### config.mk
export PLATFORM = sky130hd
export DESIGN_NAME = pe_scan_seq_flat
export DESIGN_NICKNAME = d
export VERILOG_FILES = /design/src/rtl/pe_scan_seq_if.sv /design/src/rtl/pe_scan_seq.sv /design/src/flat_wrapper.sv
export SDC_FILE = /design/constraint.sdc
export NUM_CORES = 1
export LEC_CHECK = 0
export CAP_MARGIN = 5
export CORE_AREA = 2 2 90 92
export CTS_CLUSTER_SIZE = 8
export DETAILED_ROUTE_END_ITERATION = 10
export DIE_AREA = 0 0 92 94
export SYNTH_ARGS = -nofsm -noshare
export SYNTH_HDL_FRONTEND = slang
export SYNTH_SLANG_ARGS = --single-unit
export TNS_END_PERCENT = 10
### constraint.sdc
create_clock -name clock -period 3.7 [get_ports clock]
set_input_delay 1.11 -clock clock [delete_from_list [all_inputs] [get_ports clock]]
set_output_delay 1.11 -clock clock [all_outputs]
set_load 0.03 [all_outputs]
### src/rtl/pe_scan_seq_if.sv
// Handshake bundle for the set-bit iterator: the requester drives start/data_in/out_ready,
// and the iterator returns the index stream and scan status.
interface pe_scan_seq_if #(
    parameter int WIDTH  = 32,
    parameter int CODE_W = $clog2(WIDTH)
);
    logic              start;
    logic [WIDTH-1:0]  data_in;
    logic              out_ready;
    logic [CODE_W-1:0] out_code;
    logic              out_valid;
    logic              out_last;
    logic              busy;
    logic              done;
    logic              zero_flag;
    logic [CODE_W:0]   count;

    modport master (
        output start, data_in, out_ready,
        input  out_code, out_valid, out_last, busy, done, zero_flag, count
    );

    modport slave (
        input  start, data_in, out_ready,
        output out_code, out_valid, out_last, busy, done, zero_flag, count
    );
endinterface

### src/rtl/pe_scan_seq.sv
// Sequential priority encoder: captures a request vector and emits each set-bit index, one per handshake.
// First index one cycle after start; out_ready low holds out_code/out_valid; start is ignored while busy.
module pe_scan_seq #(
    parameter int WIDTH     = 32,
    parameter int CODE_W    = $clog2(WIDTH),
    parameter bit MSB_FIRST = 1'b1
) (
    input  logic          clock,
    input  logic          clear,
    pe_scan_seq_if.slave  bus
);
    localparam logic [1:0] ST_IDLE = 2'd0;
    localparam logic [1:0] ST_SCAN = 2'd1;
    localparam logic [1:0] ST_DONE = 2'd2;

    logic [1:0]        state_q, state_d;
    logic [WIDTH-1:0]  pending_q, pending_d;
    logic [CODE_W:0]   count_q, count_d;
    logic              zero_q, zero_d;

    logic [CODE_W-1:0] enc_code;
    logic [WIDTH-1:0]  sel_mask;
    logic              single_bit;
    logic              in_scan;

    // Later loop iterations win, so the scan direction picks the priority end.
    always_comb begin
        enc_code = '0;
        if (MSB_FIRST) begin
            for (int i = 0; i < WIDTH; i++) begin
                if (pending_q[i]) enc_code = CODE_W'(i);
            end
        end else begin
            for (int i = WIDTH - 1; i >= 0; i--) begin
                if (pending_q[i]) enc_code = CODE_W'(i);
            end
        end
    end

    assign sel_mask   = WIDTH'(1) << enc_code;
    assign single_bit = (pending_q != '0) && ((pending_q & (pending_q - WIDTH'(1))) == '0);
    assign in_scan    = (state_q == ST_SCAN);

    always_comb begin
        state_d   = state_q;
        pending_d = pending_q;
        count_d   = count_q;
        zero_d    = zero_q;
        case (state_q)
            ST_IDLE: begin
                if (bus.start) begin
                    pending_d = bus.data_in;
                    count_d   = '0;
                    zero_d    = (bus.data_in == '0);
                    state_d   = (bus.data_in != '0) ? ST_SCAN : ST_DONE;
                end
            end
            ST_SCAN: begin
                if (bus.out_ready) begin
                    pending_d = pending_q & ~sel_mask;
                    count_d   = count_q + 1'b1;
                    if (single_bit) state_d = ST_DONE;
                end
            end
            ST_DONE: state_d = ST_IDLE;
            default: state_d = ST_IDLE;
        endcase
    end

    always_ff @(posedge clock) begin
        if (clear) begin
            state_q   <= ST_IDLE;
            pending_q <= '0;
            count_q   <= '0;
            zero_q    <= 1'b0;
        end else begin
            state_q   <= state_d;
            pending_q <= pending_d;
            count_q   <= count_d;
            zero_q    <= zero_d;
        end
    end

    assign bus.out_valid = in_scan;
    assign bus.out_code  = in_scan ? enc_code : '0;
    assign bus.out_last  = in_scan && single_bit;
    assign bus.busy      = (state_q != ST_IDLE);
    assign bus.done      = (state_q == ST_DONE);
    assign bus.zero_flag = zero_q;
    assign bus.count     = count_q;
endmodule
### src/flat_wrapper.sv
// flat-port wrapper written by rule: the top's interface ports become plain ports
module pe_scan_seq_flat 
#(
    parameter int WIDTH     = 32,
    parameter int CODE_W    = $clog2(WIDTH),
    parameter bit MSB_FIRST = 1'b1
)
  (clock, clear, bus_start, bus_data_in, bus_out_ready, bus_out_code, bus_out_valid, bus_out_last, bus_busy, bus_done, bus_zero_flag, bus_count);
  pe_scan_seq_if #(.WIDTH(WIDTH), .CODE_W(CODE_W)) bus_i ();
  input  logic clock;
  input  logic clear;
  input wire logic [$bits(bus_i.start)-1:0] bus_start;
  input wire logic [$bits(bus_i.data_in)-1:0] bus_data_in;
  input wire logic [$bits(bus_i.out_ready)-1:0] bus_out_ready;
  output wire logic [$bits(bus_i.out_code)-1:0] bus_out_code;
  output wire logic [$bits(bus_i.out_valid)-1:0] bus_out_valid;
  output wire logic [$bits(bus_i.out_last)-1:0] bus_out_last;
  output wire logic [$bits(bus_i.busy)-1:0] bus_busy;
  output wire logic [$bits(bus_i.done)-1:0] bus_done;
  output wire logic [$bits(bus_i.zero_flag)-1:0] bus_zero_flag;
  output wire logic [$bits(bus_i.count)-1:0] bus_count;
  assign bus_i.start = bus_start;
  assign bus_i.data_in = bus_data_in;
  assign bus_i.out_ready = bus_out_ready;
  assign bus_out_code = bus_i.out_code;
  assign bus_out_valid = bus_i.out_valid;
  assign bus_out_last = bus_i.out_last;
  assign bus_busy = bus_i.busy;
  assign bus_done = bus_i.done;
  assign bus_zero_flag = bus_i.zero_flag;
  assign bus_count = bus_i.count;
  pe_scan_seq #(.WIDTH(WIDTH), .CODE_W(CODE_W), .MSB_FIRST(MSB_FIRST)) u_core (.clock(clock), .clear(clear), .bus(bus_i));
endmodule
Word-level counts from Yosys, hierarchy flattened

Cells that the tools add are included.
W data, S select, Z words.

Flip-flop bits (word level): 41
Input bits: 36
Output and inout port bits: 16
Logic and storage cells: 70

$add $sub $neg: 2
Eq/ne operators: 5
Shifts and indexed selects: 1
Mux-type cells: 43
Bitwise logic cells: 3
Reductions and logical operators: 12

Operator list:

| operator                | count |
|---|---|
| $mux W5                 | 17 |
| $and A32 B32 Y32        | 2 |
| $logic_not A32 Y1       | 2 |
| $mux W32                | 2 |
| $pmux W32 S2            | 1 |
| $reduce_bool A32 Y1     | 2 |
| $mux W4                 | 8 |
| $not A32 Y32            | 1 |
| $shl A1 B5 Y32 const A  | 1 |
| $sub A32 B1 Y32 const B | 1 |
| $mux W2                 | 6 |
| $mux W3                 | 4 |
| $mux W6                 | 2 |
| $pmux W6 S2             | 1 |
| $add A6 B1 Y6 const B   | 1 |
| $reduce_and A3 Y1       | 2 |
| $ne A2 B2 Y1 const B    | 2 |
| $pmux W2 S2             | 1 |
| $reduce_bool A2 Y1      | 2 |
| $eq A2 B1 Y1 const B    | 1 |
| $eq A2 B2 Y1 const B    | 1 |
| $logic_and A1 B1 Y1     | 2 |
| $logic_not A2 Y1        | 1 |
| $ne A2 B1 Y1 const B    | 1 |
| 2 further kinds         | 2 |

Depth between registers and ports, before layout

Gate-level depths: netlist of run 1.

Depth after elaboration: 36
Depth in mapped cells: 9
Mapped depth without buffers: 8

Worst setup path after synthesis of run 1

OpenSTA, ideal clock, no wires.

Kind: reg-to-output
Start point: reg u_core.pending_q[13]
End point: out bus_out_last
Arrival time: 2193 ps
Required time: 2590 ps
Slack: 397 ps
Cell stages (with the launch flop): 8
Path buffers: 1
Path through: dfxtp_1 > buf_2 > nor4_2 > nand4_1 > o31ai_1 > o2111ai_1 > nor4_1 > and3_1

Word-level cells in the longest chain between the ends: 5
Elaborated cells on any way between the ends: 6
Those cells by class: add/sub: 1; bitwise: 1; reduce/logical: 4

RTL lines:

| what                    | line               | source |
|---|---|---|
| start, declared         | pe_scan_seq.sv:17  | `logic [WIDTH-1:0] pending_q, pending_d;` |
| start signal, assigned  | pe_scan_seq.sv:78  | `pending_q <= pending_d;` |
| $sub A32 B1 Y32         | pe_scan_seq.sv:41  | `assign single_bit = (pending_q != '0) && ((pending_q & (pending_q - WIDTH'(1))) == '0);` |
| $and A32 B32 Y32        | pe_scan_seq.sv:41  |  |
| $logic_not A32 Y1       | pe_scan_seq.sv:41  |  |
| $logic_and A1 B1 Y1 (*) | pe_scan_seq.sv:41  |  |
| $logic_and A1 B1 Y1 (*) | pe_scan_seq.sv:86  | `assign bus.out_last = in_scan && single_bit;` |
| end, declared           | flat_wrapper.sv:17 | `output wire logic [$bits(bus_i.out_last)-1:0] bus_out_last;` |

Mark *: on every way between the ends. The rest lies on a longest branch, timed or not.

Worst setup path after layout of run 1

Start point: reg u_core.pending_q[16]
End point: out bus_out_last

Same word-level chain as after synthesis.

==> results.cfg, run 1 <==
[power_and_ir_drop]
comb_power_share_pct = 44.0
p_total_uw = 1460
power_frac_seq_pct = 36.5
vdd_drop_max_mv = 0.2108
p_switching_uw = 596.9
clkPwrFrac_pct = 19.5
p_per_area_nw_per_um2 = 390.4
p_sw_share_pct = 40.89
p_leak_uw = 0.001420
p_int_uw = 863.1

[floorplan]
dieWidth_um = 92
coreArea_um2 = 7607
die_y_um = 94
rows = 32
initial_core_util_pct = 38.32
die_area_um2 = 8648
boundaryPins = 52

[timing]
fin_skew_ps = 2.652
post-route-min-period_ps = 3650
worst_pin_slew_ps = 917.2
timing.fmax_ghz = 0.2739
finalMaxSlewViolations = 0
setup_viol = 0
fin_crit_sh_pct = 98.66
slew_headroom_pct = 38.85
rsz0062_at_grt = yes
hold_violations = 0

[drt]
ant_nets = 0
drtPass1Iterations = 5
vias = 3357
avgRoutedWirePerCell_um = 18.55
wirelength_um = 10220
drc = 0
via_per_inst = 6.093
drt_iter0_markers = 284

[clock_network]
clock_sinks = 41
clkLatencyLatePin_ps = 290
htreeDepth = 2
cts_root_buf = clkbuf_8
clockBufferDepth = 2
cts_made_buffers = 5
clk_pin_slew_ps = 80
cts_tree = done

[placement]
dp_hpwl_um = 7689
io_buffers = 51
place_congestion = 0.8718
placed_cells = 542

[logic_synthesis]
yosysWarnings = 0
seq_area_frac_synth_pct = 28.15
yosys.area.top_type = dfxtp_1
synth_cell_types = 58
yosys_most_used_dff = dfxtp_1
syn_nets = 437
synthTopCellsByArea = dfxtp_1 (28%), a21oi_1 (8.4%), nor2_1 (5.5%)
synthCells = 400
syn_area_um2 = 2915
avgSynthCellArea_um2 = 7.288
synth-edff-count = 0
yosys.cell_count.top_type = a21oi_1
synth_top_area_share_pct = 28.15
async_reset_ff_share_pct = 0
ys_ff_latch = 41
synth_common_cells = a21oi_1 (49), nor2_1 (43), dfxtp_1 (41), nand2_1 (34), clkbuf_1 (29)

[worst_setup_path]
cp_max_fo = 7
cp.arrival_ps = 2540
start_kind = flip-flop
critical_path.most_common_cell = buf_4
end_kind = output port
critPathKind = flip-flop to output port
path_cells = buf_4 > nor4_2 > buf_4 > nand2_1 > nor4_1 > o21ai_0 > nor4_2 > buf_4 > and3_1 > buf_4
required_ps = 2590
slowest_delay_ps = 330
cp_slowest_cell = dfxtp_1

[worst_hold_path]
hp-class = flip-flop to flip-flop

[global_routing]
grt_overflow = 0
grt_pass1_vias = 3186
gr-usage-all-layers_pct = 23.45
antenna_found_initial = 0
grt_max_degree = 25
grt_pass1_wl_um = 16170

[finish]
fin_cells = 551
layout-drive-gt1-share_pct = 10.24
n_fill_cell = 788
register_area_um2 = 822.0
area_delta_synth_final_pct = 28.28
antenna_cells = 0
fin_nets = 485
multi_input_area_um2 = 1969

[status]
status = finished, final reports clean

[job]
max_cap_violations = 0
[critical path, delay by kind of cell, from the launching register on]
kind | cells | cell delay (ps)
buf+inv | 4 | 690
simple gates | 5 | 1070
flops | 1 | 330
compound gates | 1 | 170
[per-layer routing]
metal  part of all wire, %  GRT usage [%]  vias up  routed length, um
li1                      -              -     1621                  -
met2                    46          38.54      126               4750
met5                     0              0        -                  0
met1                    47          32.89     1601               4809
met3                   5.6          3.130        9                572
met4                  0.84          4.975        0                 86
[power by group through the flow]
| stage | Combinational (uW) | Clock, uW | Sequential (uW) |
|---|---|---|---|
| 2_1_floorplan | 406 | 0 | 503 |
| 3_3_place_gp | 614 | 0 | 534 |
| 3_5_place_dp | 612 | 0 | 535 |
| 4_1_cts | 614 | 286 | 525 |
| 5_1_grt | 692 | 305 | 538 |
| 6_report | 642 | 285 | 533 |
[metrics by stage]
| stage | TNS [ps] | hold WS [ps] | setup slack [ps] | instance area, um^2 | util, % |
|---|---|---|---|---|---|
| after global placement | 0 | 446.7 | 285.7 | 3587 | 47.15 |
| after CTS | 0 | 461.3 | 3.656 | 3666 | 48.19 |
| after global routing | -180.8 | 506.4 | -180.8 | 3740 | 49.16 |
| after floorplan | 0 | 493.9 | 396.9 | 2915 | - |
| after detailed placement | 0 | 448.5 | 257.1 | 3587 | 47.15 |
| final | 0 | 461.4 | 49.61 | 3740 | 49.16 |
[layout by cell type (no fill, tap or decap), types with 3 or more instances in the layout]
cell type         n
a21oi_1          48
nor2b_1           4
clkdlybuf4s50_1  47
or3_1             5
and3_1           18
o31a_1            4
o311ai_0          9
buf_4            25
nand2_1          34
nor3_1           11
a21o_1            5
o41ai_1           5
nand3_1          10
nor2_1           43
nand2b_1          4
o211ai_1          5
nor4_1           11
dfxtp_1          40
o31ai_1           6
inv_1            13
a31oi_1           7
a41oi_1           4
o21ai_0           9
o21a_1            4
clkbuf_8          5
nor4_2            4
clkbuf_1          3
nand4_1           7
xor2_1            4
nor4_4            4
or4_1             5
and2_1            4
[sequential cells by signal, summed over array words and instances (netlist names)]
| name | cells |
|---|---|
| u_core.state_q | 2 |
| u_core.bus.count | 6 |
| u_core.pending_q | 32 |
| u_core.bus.zero_flag | 1 |
[worst paths after layout]
check                                      endpoint  slack, ps  depth (start not counted)                               from
setup / recovery                       bus_out_last         50                         10  u_core.pending_q[16]$_SDFFE_PP0P_
hold / removal    u_core.bus.zero_flag$_SDFFE_PP0P_        460                          2  u_core.bus.zero_flag$_SDFFE_PP0P_
setup reg to reg  u_core.pending_q[28]$_SDFFE_PP0P_       1030                          8  u_core.pending_q[14]$_SDFFE_PP0P_
hold reg to reg   u_core.bus.zero_flag$_SDFFE_PP0P_        460                          2  u_core.bus.zero_flag$_SDFFE_PP0P_
[what timing repair did]
item | 4_1_cts | 5_1_grt
hold buffers | 0 | 0
setup buffers | 0 | 1
endpoints found under the setup margin | 1 | 3
pin swaps | 0 | 3
gates resized for setup | 1 | 11
[kinds of logic (layout without fill, tap and decap cells)]
group	Yosys count	in the layout	share of synthesized area, %
xor gates and xnor gates	4	4	1.202
and+or+nand+nor	168	168	30.26
DFF	41	41	28.15
AOI/OAI and AO/OA	136	136	32.45
muxes	2	2	0.6867
buffers and inverters	47	96	6.481
adders and majority gates	2	2	0.7725
[final cells by class]
cell class	instances	share of cell area [%]
clock buffers	8	2.141
flip-flops and latches	41	21.98
multi-input cells	312	52.66
inverters	13	1.305
well taps	102	3.412
repair buffers	75	18.50
Power figures use the tool's default switching activity.
==> run 2, diff against run 1 <==
Settings changed: CTS_CLUSTER_DIAMETER set to 30, SETUP_SLACK_MARGIN set to 0.1.
==> results.cfg, run 2 (synthesis gave the netlist of run 1 again) <==
[timing]
slew_headroom_pct = 41.75
fin_skew_ps = 2.686
finalMaxSlewViolations = 0
post-route-min-period_ps = 3652
setup_viol = 0
hold_violations = 0
timing.fmax_ghz = 0.2738
fin_crit_sh_pct = 98.71
rsz0062_at_grt = yes
worst_pin_slew_ps = 873.8
finalWorstSetupSlack_ps = 47.60

[drt]
avgRoutedWirePerCell_um = 18.63
ant_nets = 0
top_layer_used = met4
dr_wl_met2_um = 4745
vias = 3374
drtPass1Iterations = 5
via_per_inst = 6.123
wl_met3_um = 552
wl_met1_um = 4882
wirelength_um = 10270
drt_iter0_markers = 308
drc = 0

[placement]
place_congestion = 0.8718
dpl_cell_area_um2 = 3587
place_ws_ps = 257.1
io_buffers = 51
dp_hpwl_um = 7689

[global_routing]
grt_pass1_vias = 3186
antenna_found_initial = 0
grt_pass1_wl_um = 16170
grt_overflow = 0
grt_max_degree = 25
gr-usage-all-layers_pct = 23.45

[finish]
design_area_um2 = 3739
fin_nets = 485
layout-drive-gt1-share_pct = 10.47
largest_register = u_core.pending_q
largest_reg_flops = 32
area_delta_synth_final_pct = 28.24
layout_common_cells = a21oi_1 (48), clkdlybuf4s50_1 (46), nor2_1 (43)
antenna_cells = 0
n_fill_cell = 788
mostFrequentLayoutCell = a21oi_1

[worst_setup_path]
slowest_delay_ps = 330
required_ps = 2590
crit_buf_inv = 4
r2r-start = u_core.pending_q[14]$_SDFFE_PP0P_
critPathKind = flip-flop to output port
cp_slowest_cell = dfxtp_1
cp_max_fo = 7
path_cells = buf_4 > nor4_2 > buf_4 > nand2_1 > nor4_1 > o21ai_0 > nor4_2 > buf_4 > and3_1 > buf_4
end_kind = output port
r2r_cells = 8
cp_top_family = simple AND/OR/NAND/NOR gates
cp.arrival_ps = 2540
start_kind = flip-flop
reg2reg_slack_ps = 1050
rr_endpoint = u_core.pending_q[28]$_SDFFE_PP0P_
critical_path.most_common_cell = buf_4

[floorplan]
coreArea_um2 = 7607
die_y_um = 94
rows = 32
dieWidth_um = 92
initial_core_util_pct = 38.32
boundaryPins = 52
die_area_um2 = 8648

[job]
max_cap_violations = 0

[clock_network]
clk_pin_slew_ps = 80
clkLatencyLatePin_ps = 290
cts_made_buffers = 5
clockBufferDepth = 2
htreeDepth = 2
clock_sinks = 41
cts_root_buf = clkbuf_8
cts_tree = done

[worst_hold_path]
hp-class = flip-flop to flip-flop
hold_end = u_core.bus.zero_flag$_SDFFE_PP0P_
hold_start = u_core.bus.zero_flag$_SDFFE_PP0P_
holdPathStages = 2

[power_and_ir_drop]
vdd_drop_max_mv = 0.2119
p_leak_uw = 0.001433
p_per_area_nw_per_um2 = 390.6

[status]
status = finished, final reports clean
## run 2: cell types whose count changed in the layout (fill, tap and decap cells not counted)
cell	delta
clkdlybuf4s50_1	-1
dlygate4sd2_1	-1
dlymetal6s2s_1	+1
clkbuf_2	+1
## run 2: layer usage
layer  up-vias  track usage [%]
met4         0            4.975
met2       122            38.54
met5         -                0
li1       1623                -
met1      1619            32.89
met3        10            3.130
## run 2: where the power goes
part	switching, uW	internal (uW)	leakage (uW)	total [uW]
Clock	151	134	0.0000395	286
Sequential	62.1	471	0.000336	533
Combinational	384	257	0.00106	641
Total	598	862	0.00143	1460
## run 2: layout make-up
cell class / instances / area (um^2) / share of cell area, %
clock buffer: 8 / 80.08 / 2.142
inverter: 13 / 48.80 / 1.305
multi-input combinational: 312 / 1969 / 52.68
sequential: 41 / 822.0 / 21.99
tap: 102 / 127.6 / 3.414
timing repair buffer: 75 / 690.7 / 18.47
## run 2: how the worst max path moves through the flow
stage	slack [ps]	start	endpoint	depth (start not counted)
global route	-180	u_core.pending_q[16]$_SDFFE_PP0P_	bus_out_last	10
CTS	4	u_core.pending_q[16]$_SDFFE_PP0P_	bus_out_last	10
global placement	290	u_core.pending_q[17]$_SDFFE_PP0P_	bus_out_code[0]	8
detailed placement	260	u_core.pending_q[17]$_SDFFE_PP0P_	bus_out_code[0]	8
floorplan	400	u_core.pending_q[13]$_SDFFE_PP0P_	bus_out_last	7
finish	50	u_core.pending_q[16]$_SDFFE_PP0P_	bus_out_last	10
## run 2: through the flow
stage | TNS, ps | hold slack (ps) | util (%) | total power [uW] | std cells
after floorplan | 0 | 493.9 | - | 908.6 | 400
after global placement | 0 | 446.7 | 47.15 | 1148 | 542
after detailed placement | 0 | 448.5 | 47.15 | 1147 | 542
after CTS | 0 | 461.3 | 48.19 | 1425 | 550
after global routing | -180.8 | 506.4 | 49.14 | 1535 | 551
final | 0 | 461.0 | 49.14 | 1460 | 551
## run 2: worst min-delay path: cells and delay by family, from the launching register on
kind,cells,cell delay [ps]
DFF,1,320
AOI/OAI and AO/OA,1,50
and+or+nand+nor,1,50
## run 2: repair_timing
item | CTS | global route
buffers inserted | 0 | 1
hold buffers | 0 | 0
gates resized for setup | 1 | 14
pin swaps | 0 | 3
setup endpoints to repair | 4 | 5
